`config.mk`:
```
export PLATFORM = sky130hd
export DESIGN_NAME = axis_fringe_counter
export DESIGN_NICKNAME = d
export VERILOG_FILES = /design/src/rtl/axis_fringe_pkg.sv /design/src/rtl/axis_fringe_counter_hyst.sv /design/src/rtl/axis_fringe_counter.sv
export SDC_FILE = /design/constraint.sdc
export NUM_CORES = 1
export LEC_CHECK = 0
export CAP_MARGIN = 20
export CORE_MARGIN = 3
export CORE_UTILIZATION = 55
export DETAILED_ROUTE_END_ITERATION = 6
export PLACE_DENSITY = 0.83
export SETUP_SLACK_MARGIN = 0.1
export SYNTH_ARGS = -nofsm -noshare
export SYNTH_HDL_FRONTEND = slang
export SYNTH_HIERARCHICAL = 1
export SYNTH_SLANG_ARGS = --single-unit
```
`constraint.sdc`:
```
create_clock -name aclk -period 17.65 [get_ports aclk]
set_input_delay 3.53 -clock aclk [delete_from_list [all_inputs] [get_ports aclk]]
set_output_delay 3.53 -clock aclk [all_outputs]
set_load 0.05 [all_outputs]
```
`src/rtl/axis_fringe_pkg.sv`:
```
// Shared types and helpers for the AXI4-Stream fringe counter.
package axis_fringe_pkg;

  typedef enum logic [1:0] {
    UNKNOWN = 2'd0,
    LOW     = 2'd1,
    HIGH    = 2'd2
  } hyst_state_t;

  typedef enum logic [1:0] {
    STEP_NONE = 2'd0,
    STEP_FWD  = 2'd1,
    STEP_BWD  = 2'd2,
    STEP_ERR  = 2'd3
  } quad_step_t;

  localparam logic [15:0] ERR_MAX = 16'hFFFF;

  // Successor of a {b,a} level pair along the gray sequence 00->01->11->10->00.
  function automatic logic [1:0] gray_next(input logic [1:0] s);
    logic [1:0] n;
    case (s)
      2'b00:   n = 2'b01;
      2'b01:   n = 2'b11;
      2'b11:   n = 2'b10;
      default: n = 2'b00;
    endcase
    return n;
  endfunction

  // Classifies the move from prev to curr; both bits flipping is ambiguous.
  function automatic quad_step_t quad_decode(input logic [1:0] prev, input logic [1:0] curr);
    quad_step_t s;
    if (curr == prev) begin
      s = STEP_NONE;
    end else if ((prev ^ curr) == 2'b11) begin
      s = STEP_ERR;
    end else if (curr == gray_next(prev)) begin
      s = STEP_FWD;
    end else begin
      s = STEP_BWD;
    end
    return s;
  endfunction

endpackage

```
`src/rtl/axis_fringe_counter_hyst.sv`:
```
// Per-channel hysteresis comparator producing a three-state digital level.
module hysteresis_comparator
  import axis_fringe_pkg::*;
#(
  parameter int unsigned WIDTH = 16
) (
  input  logic                    aclk,
  input  logic                    aresetn,
  input  logic                    en_i,
  input  logic signed [WIDTH-1:0] x_i,
  input  logic signed [WIDTH-1:0] lower_i,
  input  logic signed [WIDTH-1:0] upper_i,
  output hyst_state_t             state_o,
  // Post-update level, so the decoder can act on the same edge.
  output hyst_state_t             next_o
);

  hyst_state_t state_q, state_d;

  // Next level: move only on an enabled sample with a sane threshold window.
  always_comb begin
    state_d = state_q;
    if (en_i && (lower_i < upper_i)) begin
      case (state_q)
        UNKNOWN: begin
          if (x_i >= upper_i) begin
            state_d = HIGH;
          end else if (x_i <= lower_i) begin
            state_d = LOW;
          end
        end
        LOW:     if (x_i >= upper_i) state_d = HIGH;
        HIGH:    if (x_i <= lower_i) state_d = LOW;
        default: state_d = UNKNOWN;
      endcase
    end
  end

  // Level register with synchronous active-low reset.
  always_ff @(posedge aclk) begin
    if (!aresetn) begin
      state_q <= UNKNOWN;
    end else begin
      state_q <= state_d;
    end
  end

  assign state_o = state_q;
  assign next_o  = state_d;

endmodule

```
`src/rtl/axis_fringe_counter.sv`:
```
// Quadrature fringe counter on an I/Q AXI4-Stream, emitting the running count.
module axis_fringe_counter
  import axis_fringe_pkg::*;
#(
  parameter int unsigned AXIS_TDATA_WIDTH = 32,
  parameter int unsigned COUNT_WIDTH      = 32
) (
  input  logic                                aclk,
  input  logic                                aresetn,
  input  logic signed [AXIS_TDATA_WIDTH/2-1:0] lower_threshold,
  input  logic signed [AXIS_TDATA_WIDTH/2-1:0] upper_threshold,
  input  logic                                clear,
  input  logic                                S_AXIS_tvalid,
  input  logic        [AXIS_TDATA_WIDTH-1:0]   S_AXIS_tdata,
  output logic                                S_AXIS_tready,
  output logic                                M_AXIS_tvalid,
  output logic        [COUNT_WIDTH-1:0]        M_AXIS_tdata,
  input  logic                                M_AXIS_tready,
  output logic        [15:0]                   error_count,
  output logic        [1:0]                    quad_state
);

  localparam int unsigned HalfW = AXIS_TDATA_WIDTH / 2;

  logic signed [HalfW-1:0] signal_a, signal_b;
  logic                    accept;
  hyst_state_t             a_q, b_q, a_next, b_next;

  logic [COUNT_WIDTH-1:0]  count_q, count_d;
  logic [15:0]             err_q, err_d;
  logic [1:0]              ref_q, ref_d;
  logic                    ref_valid_q, ref_valid_d;
  logic                    m_valid_q, m_valid_d;
  logic [COUNT_WIDTH-1:0]  m_data_q, m_data_d;

  logic                    known_next;
  logic [1:0]              curr_lvl;
  quad_step_t              step;

  assign signal_a = S_AXIS_tdata[HalfW-1:0];
  assign signal_b = S_AXIS_tdata[AXIS_TDATA_WIDTH-1:HalfW];

  assign S_AXIS_tready = aresetn & (~m_valid_q | M_AXIS_tready);
  assign accept        = S_AXIS_tvalid & S_AXIS_tready;

  hysteresis_comparator #(
    .WIDTH(HalfW)
  ) u_cmp_a (
    .aclk    (aclk),
    .aresetn (aresetn),
    .en_i    (accept),
    .x_i     (signal_a),
    .lower_i (lower_threshold),
    .upper_i (upper_threshold),
    .state_o (a_q),
    .next_o  (a_next)
  );

  hysteresis_comparator #(
    .WIDTH(HalfW)
  ) u_cmp_b (
    .aclk    (aclk),
    .aresetn (aresetn),
    .en_i    (accept),
    .x_i     (signal_b),
    .lower_i (lower_threshold),
    .upper_i (upper_threshold),
    .state_o (b_q),
    .next_o  (b_next)
  );

  assign known_next = (a_next != UNKNOWN) && (b_next != UNKNOWN);
  assign curr_lvl   = {b_next == HIGH, a_next == HIGH};
  assign step       = quad_decode(ref_q, curr_lvl);

  // Decode, count update, clear override and output-register next state.
  always_comb begin
    count_d     = count_q;
    err_d       = err_q;
    ref_d       = ref_q;
    ref_valid_d = ref_valid_q;
    m_valid_d   = m_valid_q;
    m_data_d    = m_data_q;

    if (accept && known_next) begin
      ref_d       = curr_lvl;
      ref_valid_d = 1'b1;
      // The first fully-known sample only establishes the reference.
      if (ref_valid_q) begin
        unique case (step)
          STEP_FWD:  count_d = count_q + COUNT_WIDTH'(1);
          STEP_BWD:  count_d = count_q - COUNT_WIDTH'(1);
          STEP_ERR:  if (err_q != ERR_MAX) err_d = err_q + 16'd1;
          STEP_NONE: ;
        endcase
      end
    end

    if (clear) begin
      count_d = '0;
      err_d   = '0;
    end

    if (accept) begin
      m_valid_d = 1'b1;
      m_data_d  = count_d;
    end else if (M_AXIS_tready) begin
      m_valid_d = 1'b0;
    end
  end

  // State registers; reset also discards any pending output beat.
  always_ff @(posedge aclk) begin
    if (!aresetn) begin
      count_q     <= '0;
      err_q       <= '0;
      ref_q       <= 2'b00;
      ref_valid_q <= 1'b0;
      m_valid_q   <= 1'b0;
      m_data_q    <= '0;
    end else begin
      count_q     <= count_d;
      err_q       <= err_d;
      ref_q       <= ref_d;
      ref_valid_q <= ref_valid_d;
      m_valid_q   <= m_valid_d;
      m_data_q    <= m_data_d;
    end
  end

  assign M_AXIS_tvalid = m_valid_q;
  assign M_AXIS_tdata  = m_data_q;
  assign error_count   = err_q;
  assign quad_state    = ((a_q != UNKNOWN) && (b_q != UNKNOWN)) ? {b_q == HIGH, a_q == HIGH}
                                                                : 2'b00;

endmodule

```
==> impl_metrics.yaml <==
worst_setup_path:
  r2r_cells: 26
  endpoint: "M_AXIS_tdata[28]$_SDFFE_PN0P_"
  crit_fanout: 28
  cp_common_cell: "ha_1"
  critical_path.top_delay_family: "simple AND/OR/NAND/NOR gates"
  cp_slowest_stage_delay_ps: 510
  critPathLaunchType: "primary input"
  crit_arrival_ps: 9670
  worstSetupPathType: "primary input to flip-flop"
  cp_num_cells: 26
  rrSetupSlack_ps: 11710
  crit_path_end_kind: "flip-flop"
  setup.worst_path.start: "upper_threshold[15]"
  r2r_end: "M_AXIS_tdata[28]$_SDFFE_PN0P_"
  crit_path_top_delay_cell: "clkdlybuf4s50_1"
  worstPathRequired_ps: 17860
  cp_num_buf_inv: 4
  r2r_start: "M_AXIS_tvalid$_SDFFE_PN0P_"
placement:
  gp_congestion: 0.981
  dp_hpwl_mm: 14.3
  placed_area_um2: 8120
  port_buffers: 120
  dp_cells: 1124
power:
  ir_drop_v: 0.0000379
  leakage_nw: 3.47
  seqPwrFrac_pct: 41.4
  internal-power_w: 0.000345
  power_density_nw_per_um2: 57.3
  clkPwrFrac_pct: 36.9
  combPwrFrac_pct: 21.6
  p_sw_share_pct: 28.5
  p_sw_w: 0.000137
yosys:
  yosys.area.top_type_share_pct: 25.8
  synth_edf_count: 0
  synth_ff_type: "dfxtp_1"
  synth_compound_area_share_pct: 15.9
  synth_cell_type_count: 60
  synth-simple-area-share_pct: 25.6
  synth_top_family_by_area: "simple AND/OR/NAND/NOR gates"
  synth_adder_area_share_pct: 18.0
  synth_xor_area_share_pct: 6.29
  post-synth-top-area-cell: "dfxtp_1"
  synth-seq-area-share_pct: 25.8
  synthTopCellsByArea: "dfxtp_1, ha_1, nor2_1"
  async_flop_share_pct: 0
  synth.net_count: 1033
  syn_area_um2: 6820
  yosysWarningCount: 6
  ys_seq_elements: 88
  synth_mux_area_share_pct: 2.22
  avgSynthCellArea_um2: 7.87
  synthCells: 866
timing:
  max_freq_mhz: 106
  fin_skew_ps: 7.71
  hold_violations: 0
  rsz0062_at_grt: "false"
  setup_tns_ps: 0
  final.min_clock_period_ps: 9460
  relSlewSlack_pct: 33.6
  fin_crit_sh_pct: 53.6
  worst_pin_slew_ps: 996
  finalSetupViolations: 0
  drv_slew: 0
grt:
  grt_usage_pct: 26.0
  grt_start_max_net_pins: 44
  antenna_found_initial: 0
  grt_overflow_total: 0
  grt_pass1_vias: 6306
  grt_pass1_wl_mm: 30.0
drt:
  drc: 0
  via_count: 6675
  wl_per_cell_um: 15.8
  viasPerCell: 5.85
  routed_wl_mm: 18.0
  drt_iter0_markers: 582
  firstDrtPassIters: 5
  drtAntennaViolNets: 0
clock_tree:
  clk_pin_slew_ps: 60
  postCtsSetupRepairBufs: 0
  cts_tree: "yes"
  clock_path_buffers: 2
  clock_latency_ps: 340
  ctsResizeCount: 0
  cts_sinks: 88
  cts-root-buf: "clkbuf_16"
  cts_htree_levels: 3
  cts_buffers: 9
  postCtsHoldBufs: 0
die:
  ios: 121
  coreArea_um2: 12100
  initial_utilization_pct: 56.5
  die_h_um: 117
  die_area_um2: 13800
  die_w_um: 117
  num_rows: 40
finish:
  layout.cells.non_filler: 1141
  nets: 1135
  fin_area_um2: 8410
  syn_to_final_growth_pct: 23.4
  multi_input_area_um2: 4640
  drive_gt1_share_pct: 3.60
  seqCellArea_um2: 1760
  fillers: 995
  antennaDiodeCount: 0
status:
  status: "complete, no violations"
hold_path:
  holdCritPathClass: "flip-flop to flip-flop"
job:
  cap_violations: 0
-- tightest hold or removal path, cell delays in order, from the launching register on --
cell	delay [ps]
dfxtp_1	310
nand2_1	50
o21ai_1	50
-- stage by stage --
step	hold WS, ps	util (%)	worst slack (ps)	total power [W]
4_1_cts	452	69.6	8060	0.000482
3_3_place_gp	433	67.3	7960	0.000303
3_5_place_dp	443	67.3	7790	0.000305
2_1_floorplan	475	-	8470	0.000268
6_report	447	69.8	8190	0.000482
5_1_grt	465	69.8	7680	0.000504
-- layer usage --
layer  up-vias  share of wire (%)  track usage [%]
met2       272                 47             43.7
met4         0                2.4             8.28
met3        40                6.5             4.05
met1      3048                 44             34.4
met5         -                  0                0
li1       3315                  -                -
-- power groups by stage --
stage	sequential (W)	combinational, W	clock (W)
floorplan	0.000204	0.0000632	0
global placement	0.000204	0.0000986	0
detailed placement	0.000204	0.000101	0
CTS	0.000200	0.000102	0.000181
global route	0.000200	0.000117	0.000188
finish	0.000200	0.000104	0.000178
-- cells in the mapped netlist (18+ instances only) --
library cell	n
dfxtp_1	88
ha_1	98
xnor2_1	26
nor3_1	22
clkbuf_1	21
and3_1	18
nand2_1	73
nand3_1	37
o21ai_0	37
xor2_1	23
inv_1	76
nand4_1	30
nor2_1	78
a21oi_1	44
-- worst min path at each step --
stage | from | end | slack, ps | cells past startpoint
floorplan | ref_valid_q$_SDFFE_PN0P_ | ref_valid_q$_SDFFE_PN0P_ | 480 | 1
global placement | M_AXIS_tdata[7]$_SDFFE_PN0P_ | M_AXIS_tdata[7]$_SDFFE_PN0P_ | 430 | 2
detailed placement | M_AXIS_tdata[14]$_SDFFE_PN0P_ | M_AXIS_tdata[14]$_SDFFE_PN0P_ | 440 | 2
CTS | M_AXIS_tdata[12]$_SDFFE_PN0P_ | M_AXIS_tdata[12]$_SDFFE_PN0P_ | 450 | 2
global route | M_AXIS_tdata[25]$_SDFFE_PN0P_ | M_AXIS_tdata[25]$_SDFFE_PN0P_ | 470 | 2
finish | M_AXIS_tdata[12]$_SDFFE_PN0P_ | M_AXIS_tdata[12]$_SDFFE_PN0P_ | 450 | 2
-- cells by family (layout without fill, tap and decap cells) --
family                     count (synthesis)  after routing
buffers and inverters                    108            215
xor gates and xnor gates                  49             49
DFF                                       88             88
adders and majority gates                 98             98
and+or+nand+nor                          339            339
AOI/OAI and AO/OA                        169            169
muxes                                     15             15
-- state kept, by name (all words and copies together), names as in the netlist --
name	cells
M_AXIS_tdata	32
count_q	32
error_count	16
ref_q	2
u_cmp_a/state_o	2
u_cmp_b/state_o	2
M_AXIS_tvalid	1
ref_valid_q	1
-- cell type report --
cell class,count,area share [%]
Multi-Input combinational cell,670,55.2
Clock buffer,10,2.84
Sequential cell,88,20.9
Tap cell,168,2.50
Clock inverter,6,0.506
Inverter,76,3.39
Timing Repair Buffer,123,14.6
-- cell usage in the layout, fill, tap and decap left out, drive strengths merged, types with 4 or more instances in the layout --
cell	count
a2111oi	6
a211oi	11
a21o	6
a21oi	44
a2bb2oi	4
a31oi	8
and2	5
and3	18
clkbuf	10
clkdlybuf4s50	120
dfxtp	88
ha	98
inv	77
mux2i	14
nand2	73
nand2b	7
nand3	37
nand4	32
nor2	78
nor2b	9
nor3	23
nor3b	9
nor4	12
o211ai	7
o21a	7
o21ai	51
o31ai	8
o41ai	4
or2	7
or3	8
or4	9
xnor2	26
xor2	23
Power figures use the tool's default switching activity.
==> edit (same settings) <==
Register the inputs `lower_threshold` and `upper_threshold` before use, cleared by the reset. The logic sees them one clock later. The other inputs are not delayed to match.
--- a/src/rtl/axis_fringe_counter.sv
+++ b/src/rtl/axis_fringe_counter.sv
@@ -21,6 +21,19 @@
 );
 
   localparam int unsigned HalfW = AXIS_TDATA_WIDTH / 2;
+
+  logic signed [AXIS_TDATA_WIDTH/2-1:0] lower_threshold_q;
+  logic signed [AXIS_TDATA_WIDTH/2-1:0] upper_threshold_q;
+
+  always_ff @(posedge aclk) begin
+    if (!aresetn) begin
+      lower_threshold_q <= '0;
+      upper_threshold_q <= '0;
+    end else begin
+      lower_threshold_q <= lower_threshold;
+      upper_threshold_q <= upper_threshold;
+    end
+  end
 
   logic signed [HalfW-1:0] signal_a, signal_b;
   logic                    accept;
@@ -50,8 +63,8 @@
     .aresetn (aresetn),
     .en_i    (accept),
     .x_i     (signal_a),
-    .lower_i (lower_threshold),
-    .upper_i (upper_threshold),
+    .lower_i (lower_threshold_q),
+    .upper_i (upper_threshold_q),
     .state_o (a_q),
     .next_o  (a_next)
   );
@@ -63,8 +76,8 @@
     .aresetn (aresetn),
     .en_i    (accept),
     .x_i     (signal_b),
-    .lower_i (lower_threshold),
-    .upper_i (upper_threshold),
+    .lower_i (lower_threshold_q),
+    .upper_i (upper_threshold_q),
     .state_o (b_q),
     .next_o  (b_next)
   );
Formal check against the unedited RTL: not equivalent (Yosys sat finds a counterexample within 4 cycles, from zero or initial values and one cycle with aresetn low).
==> edit against the original RTL <==
Routed wire length rose by 19%; sequential cell count rose by 32; register-to-register slack improved by 0.10 ns; highest routed layer unchanged; sequential share of layout area rose by 3.6 points; combinational power rose by 17%; first-iteration DRC count rose by 23%; synthesized area rose by 16%; setup slack improved by 0.30 ns; cell area rose by 16%; critical path depth did not move; fmax rose by 3.3%; total power rose by 52%; count of clock-buffer cells in the layout rose by 10.
==> edit: results (changes against the original RTL) <==
[finish]
nets = 1229  ; +8.3%
drive_above_1_share_pct = 5.860  ; +2.3 points
n_fill_cell = 1136  ; +14%

[synth]
yosysSeqAreaShare_pct = 30.26  ; +4.4 points
synthAdderAreaFrac_pct = 15.44  ; -2.5 points
synth_fp_nets = 1135  ; +9.9%
synthesis.instances = 968  ; +12%
synth_mux_area_share_pct = 2.616  ; +0.40 points
async_flop_share_pct = 0  ; unchanged
synth-xor-area-share_pct = 5.405  ; -0.89 points
synth_common_cells = dfxtp_1, ha_1, nand2_1

[power]
leakage_nw = 3.679  ; +5.9%
vdd_drop_max_uv = 68.85  ; +81%
clkPwrFrac_pct = 45.0  ; +8.1 points
combPwrFrac_pct = 16.7  ; -4.9 points
intPower_mw = 0.5329  ; +55%
p_sw_share_pct = 27.29  ; -1.2 points

[route]
vias = 7476  ; +12%
viasPerCell = 5.957  ; +1.8%
initialDrtViolationCount = 718  ; +23%
dr_wl_met3_um = 1787  ; +53%
routedLengthMet1_um = 10100  ; +27%

[critical_path]
max_stage_delay_ns = 0.45  ; -0.06 ns
crit_arrival_ns = 9.46  ; -0.21 ns
critPathMaxFanout = 56  ; +100%

[placement]
post-place-ws_ns = 8.057  ; +0.2659 ns
hpwlAfterDp_um = 15830  ; +11%
dp.cells = 1223  ; +8.8%

[clock_tree]
cts_htree_levels = 4  ; +1
cts_buffers = 17  ; +8
clock_sinks = 120  ; +36%

[global_route]
met2_usage_pct = 39.97  ; -3.7 points
grt_pass1_vias = 7009  ; +11%
grt_max_degree = 57  ; +30%
grt_use_total_pct = 26.94  ; +0.91 points

[sta]
finClkSkew_ns = 0.009016  ; +0.001303 ns

[run_status]
outcome = finished, final reports clean

edit: final timing paths:
check / startpoint / end / slack, ns / cells after the start
worst max-delay path: aresetn / M_AXIS_tdata[24]$_SDFFE_PN0P_ / 8.49 / 26
worst min-delay path: M_AXIS_tdata[16]$_SDFFE_PN0P_ / M_AXIS_tdata[16]$_SDFFE_PN0P_ / 0.45 / 2
worst min register to register: M_AXIS_tdata[16]$_SDFFE_PN0P_ / M_AXIS_tdata[16]$_SDFFE_PN0P_ / 0.45 / 2
worst max register to register: lower_threshold_q[15]$_SDFF_PN0_ / M_AXIS_tdata[24]$_SDFFE_PN0P_ / 11.81 / 23
edit: cell type report:
type                            count  area, um^2  share of cell area, %
Inverter                           77       289.0                  2.956
Sequential cell                   120        2402                  24.57
Clock buffer                       20       466.7                  4.773
Tap cell                          180       225.2                  2.304
Multi-Input combinational cell    722        5061                  51.77
Clock inverter                     12       101.3                  1.037
Timing Repair Buffer              124        1231                  12.59
